`src/rtl/r_num_ctrl.sv`:
```
// Write controller for the 3-bit record-number register: host > button > scan-tick arbitration.
// Build option R_NUM_SAT_EN: buttons saturate at 0 / NUM_MAX instead of wrapping.
module r_num_ctrl #(
  parameter int NUM_MAX    = 7,
  parameter int HOLD_TICKS = 4
) (
  input  logic       clk,
  input  logic       rst_n,
  input  logic       host_req,
  input  logic [2:0] host_num,
  output logic       host_gnt,
  input  logic       btn_up,
  input  logic       btn_dn,
  input  logic       scan_mode,
  input  logic       tick,
  output logic       reg_en,
  output logic [2:0] reg_d,
  output logic [2:0] cur_num,
  output logic       scan_hold
);

  typedef enum logic [1:0] {S_IDLE, S_SCAN, S_HOLD} state_t;

  localparam logic [2:0] LP_MAX  = 3'(NUM_MAX);
  localparam logic [7:0] LP_HOLD = 8'(HOLD_TICKS);

  state_t     r_state, w_nstate;
  logic [7:0] r_cnt, w_ncnt;
  logic       r_en, r_gnt, r_hold;
  logic [2:0] r_d, r_cur;

  logic       w_wr, w_gnt, w_man, w_btn_ok;
  logic [2:0] w_d, w_btn_d, w_host_d, w_inc, w_dec;
  logic       w_up_only, w_dn_only;

  assign w_up_only = btn_up & ~btn_dn;
  assign w_dn_only = btn_dn & ~btn_up;
  assign w_inc     = (r_cur == LP_MAX) ? 3'd0 : 3'(r_cur + 3'd1);
  assign w_dec     = (r_cur == 3'd0) ? LP_MAX : 3'(r_cur - 3'd1);
  assign w_host_d  = (host_num > LP_MAX) ? LP_MAX : host_num;

  always_comb begin
    w_btn_d  = r_cur;
    w_btn_ok = 1'b0;
    if (w_up_only) begin
      w_btn_d = w_inc;
`ifdef R_NUM_SAT_EN
      w_btn_ok = (r_cur != LP_MAX);
`else
      w_btn_ok = 1'b1;
`endif
    end else if (w_dn_only) begin
      w_btn_d = w_dec;
`ifdef R_NUM_SAT_EN
      w_btn_ok = (r_cur != 3'd0);
`else
      w_btn_ok = 1'b1;
`endif
    end
  end

  // A manual/host write suppresses the tick entirely, including the hold decrement.
  always_comb begin
    w_nstate = r_state;
    w_ncnt   = r_cnt;
    w_wr     = 1'b0;
    w_d      = r_d;
    w_gnt    = 1'b0;
    w_man    = 1'b0;
    if (host_req) begin
      w_wr  = 1'b1;
      w_d   = w_host_d;
      w_gnt = 1'b1;
      w_man = 1'b1;
    end else if (w_btn_ok) begin
      w_wr  = 1'b1;
      w_d   = w_btn_d;
      w_man = 1'b1;
    end
    case (r_state)
      S_IDLE: if (scan_mode) w_nstate = S_SCAN;
      S_SCAN: begin
        if (!scan_mode) w_nstate = S_IDLE;
        else if (tick && !w_man) begin
          w_wr = 1'b1;
          w_d  = w_inc;
        end
      end
      S_HOLD: begin
        if (!scan_mode) begin
          w_nstate = S_IDLE;
          w_ncnt   = 8'd0;
        end else if (tick && !w_man) begin
          w_ncnt = r_cnt - 8'd1;
          if (r_cnt == 8'd1) w_nstate = S_SCAN;
        end
      end
      default: w_nstate = S_IDLE;
    endcase
    if (w_man && scan_mode) begin
      w_nstate = S_HOLD;
      w_ncnt   = LP_HOLD;
    end
  end

  always_ff @(posedge clk or negedge rst_n) begin
    if (!rst_n) begin
      r_state <= S_IDLE;
      r_cnt   <= 8'd0;
      r_en    <= 1'b0;
      r_gnt   <= 1'b0;
      r_hold  <= 1'b0;
      r_d     <= 3'd0;
      r_cur   <= 3'd0;
    end else begin
      r_state <= w_nstate;
      r_cnt   <= w_ncnt;
      r_en    <= w_wr;
      r_gnt   <= w_gnt;
      r_hold  <= (w_nstate == S_HOLD);
      if (w_wr) begin
        r_d   <= w_d;
        r_cur <= w_d;
      end
    end
  end

  assign reg_en    = r_en;
  assign reg_d     = r_d;
  assign host_gnt  = r_gnt;
  assign cur_num   = r_cur;
  assign scan_hold = r_hold;

endmodule

```
`config.mk`:
```
export PLATFORM = sky130hd
export DESIGN_NAME = r_num_ctrl
export DESIGN_NICKNAME = d
export VERILOG_FILES = /design/src/rtl/r_num_ctrl.sv
export SDC_FILE = /design/constraint.sdc
export NUM_CORES = 1
export LEC_CHECK = 0
export CAP_MARGIN = 25
export CORE_ASPECT_RATIO = 0.75
export CORE_UTILIZATION = 50
export CTS_BUF_LIST = sky130_fd_sc_hd__clkbuf_4 sky130_fd_sc_hd__clkbuf_8
export DETAILED_ROUTE_END_ITERATION = 8
export GPL_TIMING_DRIVEN = 0
export PLACE_DENSITY = 0.79
export SLEW_MARGIN = 10
export SYNTH_ARGS = -nofsm -noshare
export SYNTH_HDL_FRONTEND = slang
export SYNTH_SLANG_ARGS = --single-unit
export TNS_END_PERCENT = 30
```
`constraint.sdc`:
```
create_clock -name clk -period 2.7 [get_ports clk]
set_input_delay 0.405 -clock clk [delete_from_list [all_inputs] [get_ports clk]]
set_output_delay 0.405 -clock clk [all_outputs]
set_load 0.02 [all_outputs]
```
==> impl_metrics.env, run 1 <==
export IMPL_status="complete, no violations"
export IMPL_p_per_area_mw_per_mm2=575.2
export IMPL_skew_ns=0.003572
export IMPL_worstHoldPathType="input pin to flop"
export IMPL_gp_congestion=0.9268
export IMPL_synthCells=115
export IMPL_die_w_um=55.16
export IMPL_vias=928
export IMPL_grt_max_degree=17
export IMPL_yosys_warnings=0
export IMPL_fillCellCount=175
export IMPL_startpoint_type="input pin"
export IMPL_rows=14
export IMPL_slowest_delay_ns=0.48
export IMPL_wire_per_inst_um=13.99
export IMPL_fin_area_mm2=0.001296
export IMPL_dp_slack_ns=0.2373
export IMPL_grt_met2_usage=0.3494
export IMPL_synthDistinctLibCells=35
export IMPL_setup_violations=0
export IMPL_routed_wl_um=2239
export IMPL_cts_resized=0
export IMPL_ys_seq_elements=16
export IMPL_min_period_ns=2.195
export IMPL_worstPathCellList="clkdlybuf4s50_1, inv_1, ha_1, nand2b_1, buf_6, a22o_1, and4_1, o21a_1"
export IMPL_crit_type="input pin to flop"
export IMPL_drtAntennaViolNets=0
export IMPL_required_ns=2.88
export IMPL_post_cts_buffers=0
export IMPL_yosys_top_cells_area="dfrtp_1, ha_1, inv_1"
export IMPL_leakagePower_nw=0.5792
export IMPL_cts_buffers_inserted=3
export IMPL_cp_top_family="buffers and inverters"
export IMPL_ctsLongestPathBuffers=2
export IMPL_die_area_mm2=0.002310
export IMPL_yosysTopAreaCell="dfrtp_1"
export IMPL_busiest_layer="met2"
export IMPL_coreArea_mm2=0.001997
export IMPL_multi_input_area_um2=550.5
export IMPL_syn_num_nets=133
export IMPL_clockRootBuffer="clkbuf_4"
export IMPL_r2r_slack_ns=0.85
export IMPL_cts_tree="done"
export IMPL_boundaryPins=19
export IMPL_dr_pass1_iters=4
export IMPL_slew_headroom=0.5246
export IMPL_clock_latency_ns=0.29
export IMPL_clkSlewWorstSetupHoldPaths_ns=0.09
export IMPL_grt_antenna_before_repair=0
export IMPL_critPathSlowestCell="clkdlybuf4s50_1"
export IMPL_post_route_period_util=0.8128
export IMPL_syn2layout_area_growth_pct=22.31
export IMPL_met1_usage=0.3226
export IMPL_seq_area_um2=400.4
export IMPL_fin_tns_setup_ns=0
export IMPL_synth_top_area_share=0.3778
export IMPL_fmaxAchievable_ghz=0.4557
export IMPL_drive_above_1_share=0.09559
export IMPL_diodes=0
export IMPL_place_area_mm2=0.001260
export IMPL_grt_pass1_vias=889
export IMPL_grt_pass1_wl_um=3829
export IMPL_grt_ovfl_total=0
export IMPL_htree_levels=1
export IMPL_numClockSinks=16
export IMPL_vias_per_cell=5.800
export IMPL_track_usage=0.2297
export IMPL_slew_violations=0
export IMPL_cap_viol_max_count=0
export IMPL_cp_end_kind="flop"
export IMPL_rsz0062_at_grt="no"
export IMPL_ir_drop_mv=0.3596
export IMPL_use_met3=0.06960
export IMPL_numPortBuffers=17
export IMPL_crit_arrival_ns=2.38
export IMPL_syn_cell_area_mm2=0.001060
export IMPL_crit_buf_inv=3
export IMPL_setup_slack_ns=0.5055
export IMPL_start_util=0.5307
export IMPL_finalHoldViolCount=0
export IMPL_tightest_slew_ns=0.7109
export IMPL_fp_dieH_um=41.87
export IMPL_cp_max_fo=9
export IMPL_hpwl_um=1668
export IMPL_avgSynthCellArea_um2=9.215
export IMPL_drc=0
export IMPL_ys_seq_area_frac=0.3778
export IMPL_ctsHoldBuffers=0
export IMPL_drtIter0Drc=35
export IMPL_layout_nets=155
-- final cells by class --
cell class / count / area share
buffer: 5 / 0.03475
clock buffer: 4 / 0.02799
inverter: 17 / 0.04923
multi-input combinational: 77 / 0.4247
sequential: 16 / 0.3089
tap: 24 / 0.02317
timing repair buffer: 17 / 0.1313
-- tightest hold or removal path: stages --
cell and delay [ns]:
buf_6 0.10, nand2_1 0.07, o21ai_0 0.07
-- logic make-up after synthesis --
kind of cell,Yosys count,synth area share
AO/OA/AOI/OAI,35,0.2290
adder cells (fa/ha/maj),8,0.09445
buffers and inverters,22,0.1027
flip-flops,16,0.3778
multiplexers,1,0.01062
AND/OR/NAND/NOR,33,0.1854
-- state kept, by name (all words and copies together) (netlist names) --
register / count
reg_en: 1
cur_num: 3
r_cnt: 8
host_gnt: 1
r_state: 2
scan_hold: 1
-- synthesized netlist by cell type --
cell type	number
a31oi_1	7
nor2_1	9
nand2b_2	1
o31ai_1	2
nor4_2	1
a41oi_1	1
ha_1	8
a22o_1	1
nand2b_1	2
nor4b_1	1
a211oi_1	2
o21ai_0	5
a21boi_1	2
or4_4	1
buf_6	2
nor3b_1	1
and4b_1	1
o31a_1	1
a21oi_1	2
o32ai_1	1
mux2_1	1
a211oi_2	1
o22ai_1	4
or4_1	1
o41ai_1	1
inv_1	17
and4_1	4
a22oi_1	1
nand2_1	7
nor3_1	2
o21a_1	4
nor2b_1	1
nand4_1	1
dfrtp_1	16
buf_4	3
-- stage by stage --
stage	utilization	cells	hold WS (ns)	total power, mW
after floorplan	-	115	0.1094	0.4881
after global placement	0.6310	156	0.4563	0.5795
after detailed placement	0.6310	156	0.4772	0.5892
after CTS	0.6491	160	0.3933	0.7498
after global routing	0.6491	160	0.4175	0.7969
final	0.6491	160	0.3915	0.7456
-- cells in the final DEF (no fill, tap or decap), drive strengths merged, types with 5 or more instances in the layout --
cell and instances:
inv 17, clkdlybuf4s50 17, dfrtp 16, nor2 9, ha 8, nand2 7
a31oi 7, o21ai 5, buf 5
-- worst paths after layout --
path	startpoint	end	depth (start not counted)
worst max-delay path	btn_up	r_cnt[7]$_DFFE_PN0P_	8
worst min-delay path	scan_mode	r_state[1]$_DFF_PN0_	3
worst max register to register	cur_num[0]$_DFFE_PN0P_	cur_num[2]$_DFFE_PN0P_	7
worst min register to register	r_state[1]$_DFF_PN0_	r_state[0]$_DFF_PN0_	1
max in group asynchronous	rst_n	r_cnt[6]$_DFFE_PN0P_	1
min in group asynchronous	rst_n	r_cnt[5]$_DFFE_PN0P_	1
-- power by group --
group	internal, mW	switching [mW]
clock network	0.0823	0.0758
registers	0.271	0.0341
logic	0.137	0.146
-- per-layer routing --
layer / vias up / wire length, µm
met3: 4 / 101
met2: 26 / 1006
li1: 457 / -
met1: 441 / 1112
met5: - / 0
met4: 0 / 19
(Power assumes the default switching activity.)
==> run 2: changes to the inputs <==
--- a/config.mk
+++ b/config.mk
@@ -7,7 +7,7 @@
 export LEC_CHECK = 0
 export CAP_MARGIN = 25
 export CORE_ASPECT_RATIO = 0.75
-export CORE_UTILIZATION = 50
+export CORE_UTILIZATION = 48
 export CTS_BUF_LIST = sky130_fd_sc_hd__clkbuf_4 sky130_fd_sc_hd__clkbuf_8
 export DETAILED_ROUTE_END_ITERATION = 8
 export GPL_TIMING_DRIVEN = 0
==> constraint.sdc (replaced) <==
create_clock -name clk -period 2 [get_ports clk]
set_input_delay 0.3 -clock clk [delete_from_list [all_inputs] [get_ports clk]]
set_output_delay 0.3 -clock clk [all_outputs]
set_load 0.02 [all_outputs]
==> impl_metrics.env, run 2 (synthesis gave the netlist of run 1 again) <==
export IMPL_r2r_slack_ns=0.19
export IMPL_boundaryPins=19
export IMPL_vias=930
export IMPL_met1_length_um=1098
export IMPL_ctsHoldBuffers=0
export IMPL_gp_congestion=0.9115
export IMPL_drtAntennaViolNets=0
export IMPL_start_util=0.5171
export IMPL_fillCellCount=169
export IMPL_skew_ns=0.004667
export IMPL_slew_headroom=0.5420
export IMPL_ctsLongestPathBuffers=2
export IMPL_grt_antenna_before_repair=0
export IMPL_tightest_slew_ns=0.6849
export IMPL_dp_cells=156
export IMPL_crit_type="input pin to flop"
export IMPL_routed_wl_met3_um=134
export IMPL_min_period_ns=1.885
export IMPL_clock_latency_ns=0.30
export IMPL_hp_start="scan_mode"
export IMPL_seqPwrFrac=0.404
export IMPL_clockRootBuffer="clkbuf_4"
export IMPL_setup_slack_ns=0.1150
export IMPL_drc=0
export IMPL_layout_nets=155
export IMPL_ir_drop_mv=0.5777
export IMPL_hold_path_endpoint="r_state[1]$_DFF_PN0_"
export IMPL_grt_pass1_wl_um=4008
export IMPL_post_cts_buffers=0
export IMPL_leakagePower_nw=0.5801
export IMPL_rr_worst_depth=7
export IMPL_finalHoldViolCount=0
export IMPL_diodes=0
export IMPL_rows=14
export IMPL_setup_violations=0
export IMPL_post_route_period_util=0.9425
export IMPL_fmaxAchievable_ghz=0.5305
export IMPL_die_w_um=56.26
export IMPL_seq_area_um2=400.4
export IMPL_cap_viol_max_count=0
export IMPL_wire_per_inst_um=14.35
export IMPL_fin_cells=160
export IMPL_r2r_end="cur_num[2]$_DFFE_PN0P_"
export IMPL_rsz0062_at_grt="no"
export IMPL_p_sw_uw=355.4
export IMPL_multi_input_area_um2=568.0
export IMPL_numClockSinks=16
export IMPL_grt_pass1_vias=871
export IMPL_crit_arrival_ns=2.08
export IMPL_cts_buffers_inserted=3
export IMPL_startpoint_type="input pin"
export IMPL_routed_wl_um=2296
export IMPL_cp_max_fo=9
export IMPL_fp_dieH_um=42.69
export IMPL_slew_violations=0
export IMPL_required_ns=2.20
export IMPL_largest_reg_flops=8
export IMPL_hpwl_um=1764
export IMPL_most_common_layout_cells="inv_1, clkdlybuf4s50_1, dfrtp_1"
export IMPL_cts_tree="done"
export IMPL_cts_resized=1
export IMPL_pwr_share_comb=0.380
export IMPL_status="complete, no violations"
export IMPL_coreArea_mm2=0.002049
export IMPL_numPortBuffers=17
export IMPL_worstHoldPathType="input pin to flop"
export IMPL_p_int_uw=666.8
export IMPL_p_per_area_mw_per_mm2=778.0
export IMPL_r2r_start="cur_num[0]$_DFFE_PN0P_"
export IMPL_clkSlewWorstSetupHoldPaths_ns=0.10
export IMPL_cp_end_kind="flop"
export IMPL_dr_pass1_iters=4
export IMPL_dp_slack_ns=-0.3385
export IMPL_met2_length_um=1034
export IMPL_clkPwrFrac=0.216
export IMPL_track_usage=0.2251
export IMPL_grt_ovfl_total=0
export IMPL_hold_depth=3
export IMPL_grt_max_degree=17
export IMPL_htree_levels=1
export IMPL_drive_above_1_share=0.1176
export IMPL_highest_layer="met4"
export IMPL_die_area_mm2=0.002402
export IMPL_largest_register="r_cnt"
export IMPL_syn2layout_area_growth_pct=23.97
export IMPL_fin_area_mm2=0.001314
export IMPL_hold_slack_ns=0.3097
export IMPL_place_area_mm2=0.001260
export IMPL_drtIter0Drc=25
export IMPL_switching_share=0.3477
export IMPL_vias_per_cell=5.813
==> run 2: changes by cell type in the layout (fill, tap and decap cells not counted) <==
cell | before | now
a21boi_1 | 2 | 1
a21boi_2 | 0 | 1
a22o_1 | 1 | 0
a22o_2 | 0 | 1
ha_1 | 8 | 7
ha_4 | 0 | 1
==> run 2: power groups by stage <==
stage	clock network [mW]	logic [mW]	registers, mW
6_report	0.221	0.388	0.413
5_1_grt	0.241	0.431	0.419
4_1_cts	0.225	0.382	0.412
3_5_place_dp	0	0.379	0.419
3_3_place_gp	0	0.367	0.416
2_1_floorplan	0	0.229	0.430
==> run 2: worst max-delay path by stage <==
stage	start	end	slack [ns]
final	btn_up	r_cnt[4]$_DFFE_PN0P_	0.11
after floorplan	cur_num[0]$_DFFE_PN0P_	cur_num[2]$_DFFE_PN0P_	0.25
after detailed placement	btn_up	r_cnt[4]$_DFFE_PN0P_	-0.34
after global routing	btn_up	r_cnt[4]$_DFFE_PN0P_	0.03
after global placement	btn_up	r_cnt[4]$_DFFE_PN0P_	-0.30
after CTS	btn_up	r_cnt[4]$_DFFE_PN0P_	0.01
==> run 2: area by class of cell <==
| type | count | share of cell area |
|---|---|---|
| Buffer | 5 | 0.03429 |
| Sequential cell | 16 | 0.3048 |
| Multi-Input combinational cell | 77 | 0.4324 |
| Clock buffer | 4 | 0.02762 |
| Timing Repair Buffer | 17 | 0.1295 |
| Inverter | 17 | 0.04857 |
| Tap cell | 24 | 0.02286 |
==> run 2: routing by layer <==
metal / GRT usage / vias to the layer above
li1: - / 460
met5: 0 / -
met2: 0.3786 / 30
met3: 0.06402 / 4
met4: 0.07317 / 0
met1: 0.2818 / 436
==> run 2: worst max-delay path, cell delays in order <==
cell and delay [ns]:
clkdlybuf4s50_1 0.49, inv_1 0.08, ha_4 0.30, nand2b_1 0.07
buf_6 0.14, a22o_2 0.32, and4_1 0.22, o21a_1 0.17
==> run 2: metrics by stage <==
stage / TNS [ns] / util / power [mW]
finish: 0 / 0.6410 / 1.022
global route: 0 / 0.6410 / 1.092
CTS: 0 / 0.6337 / 1.019
detailed placement: -1.827 / 0.6148 / 0.7980
global placement: -1.634 / 0.6148 / 0.7829
floorplan: 0 / - / 0.6590
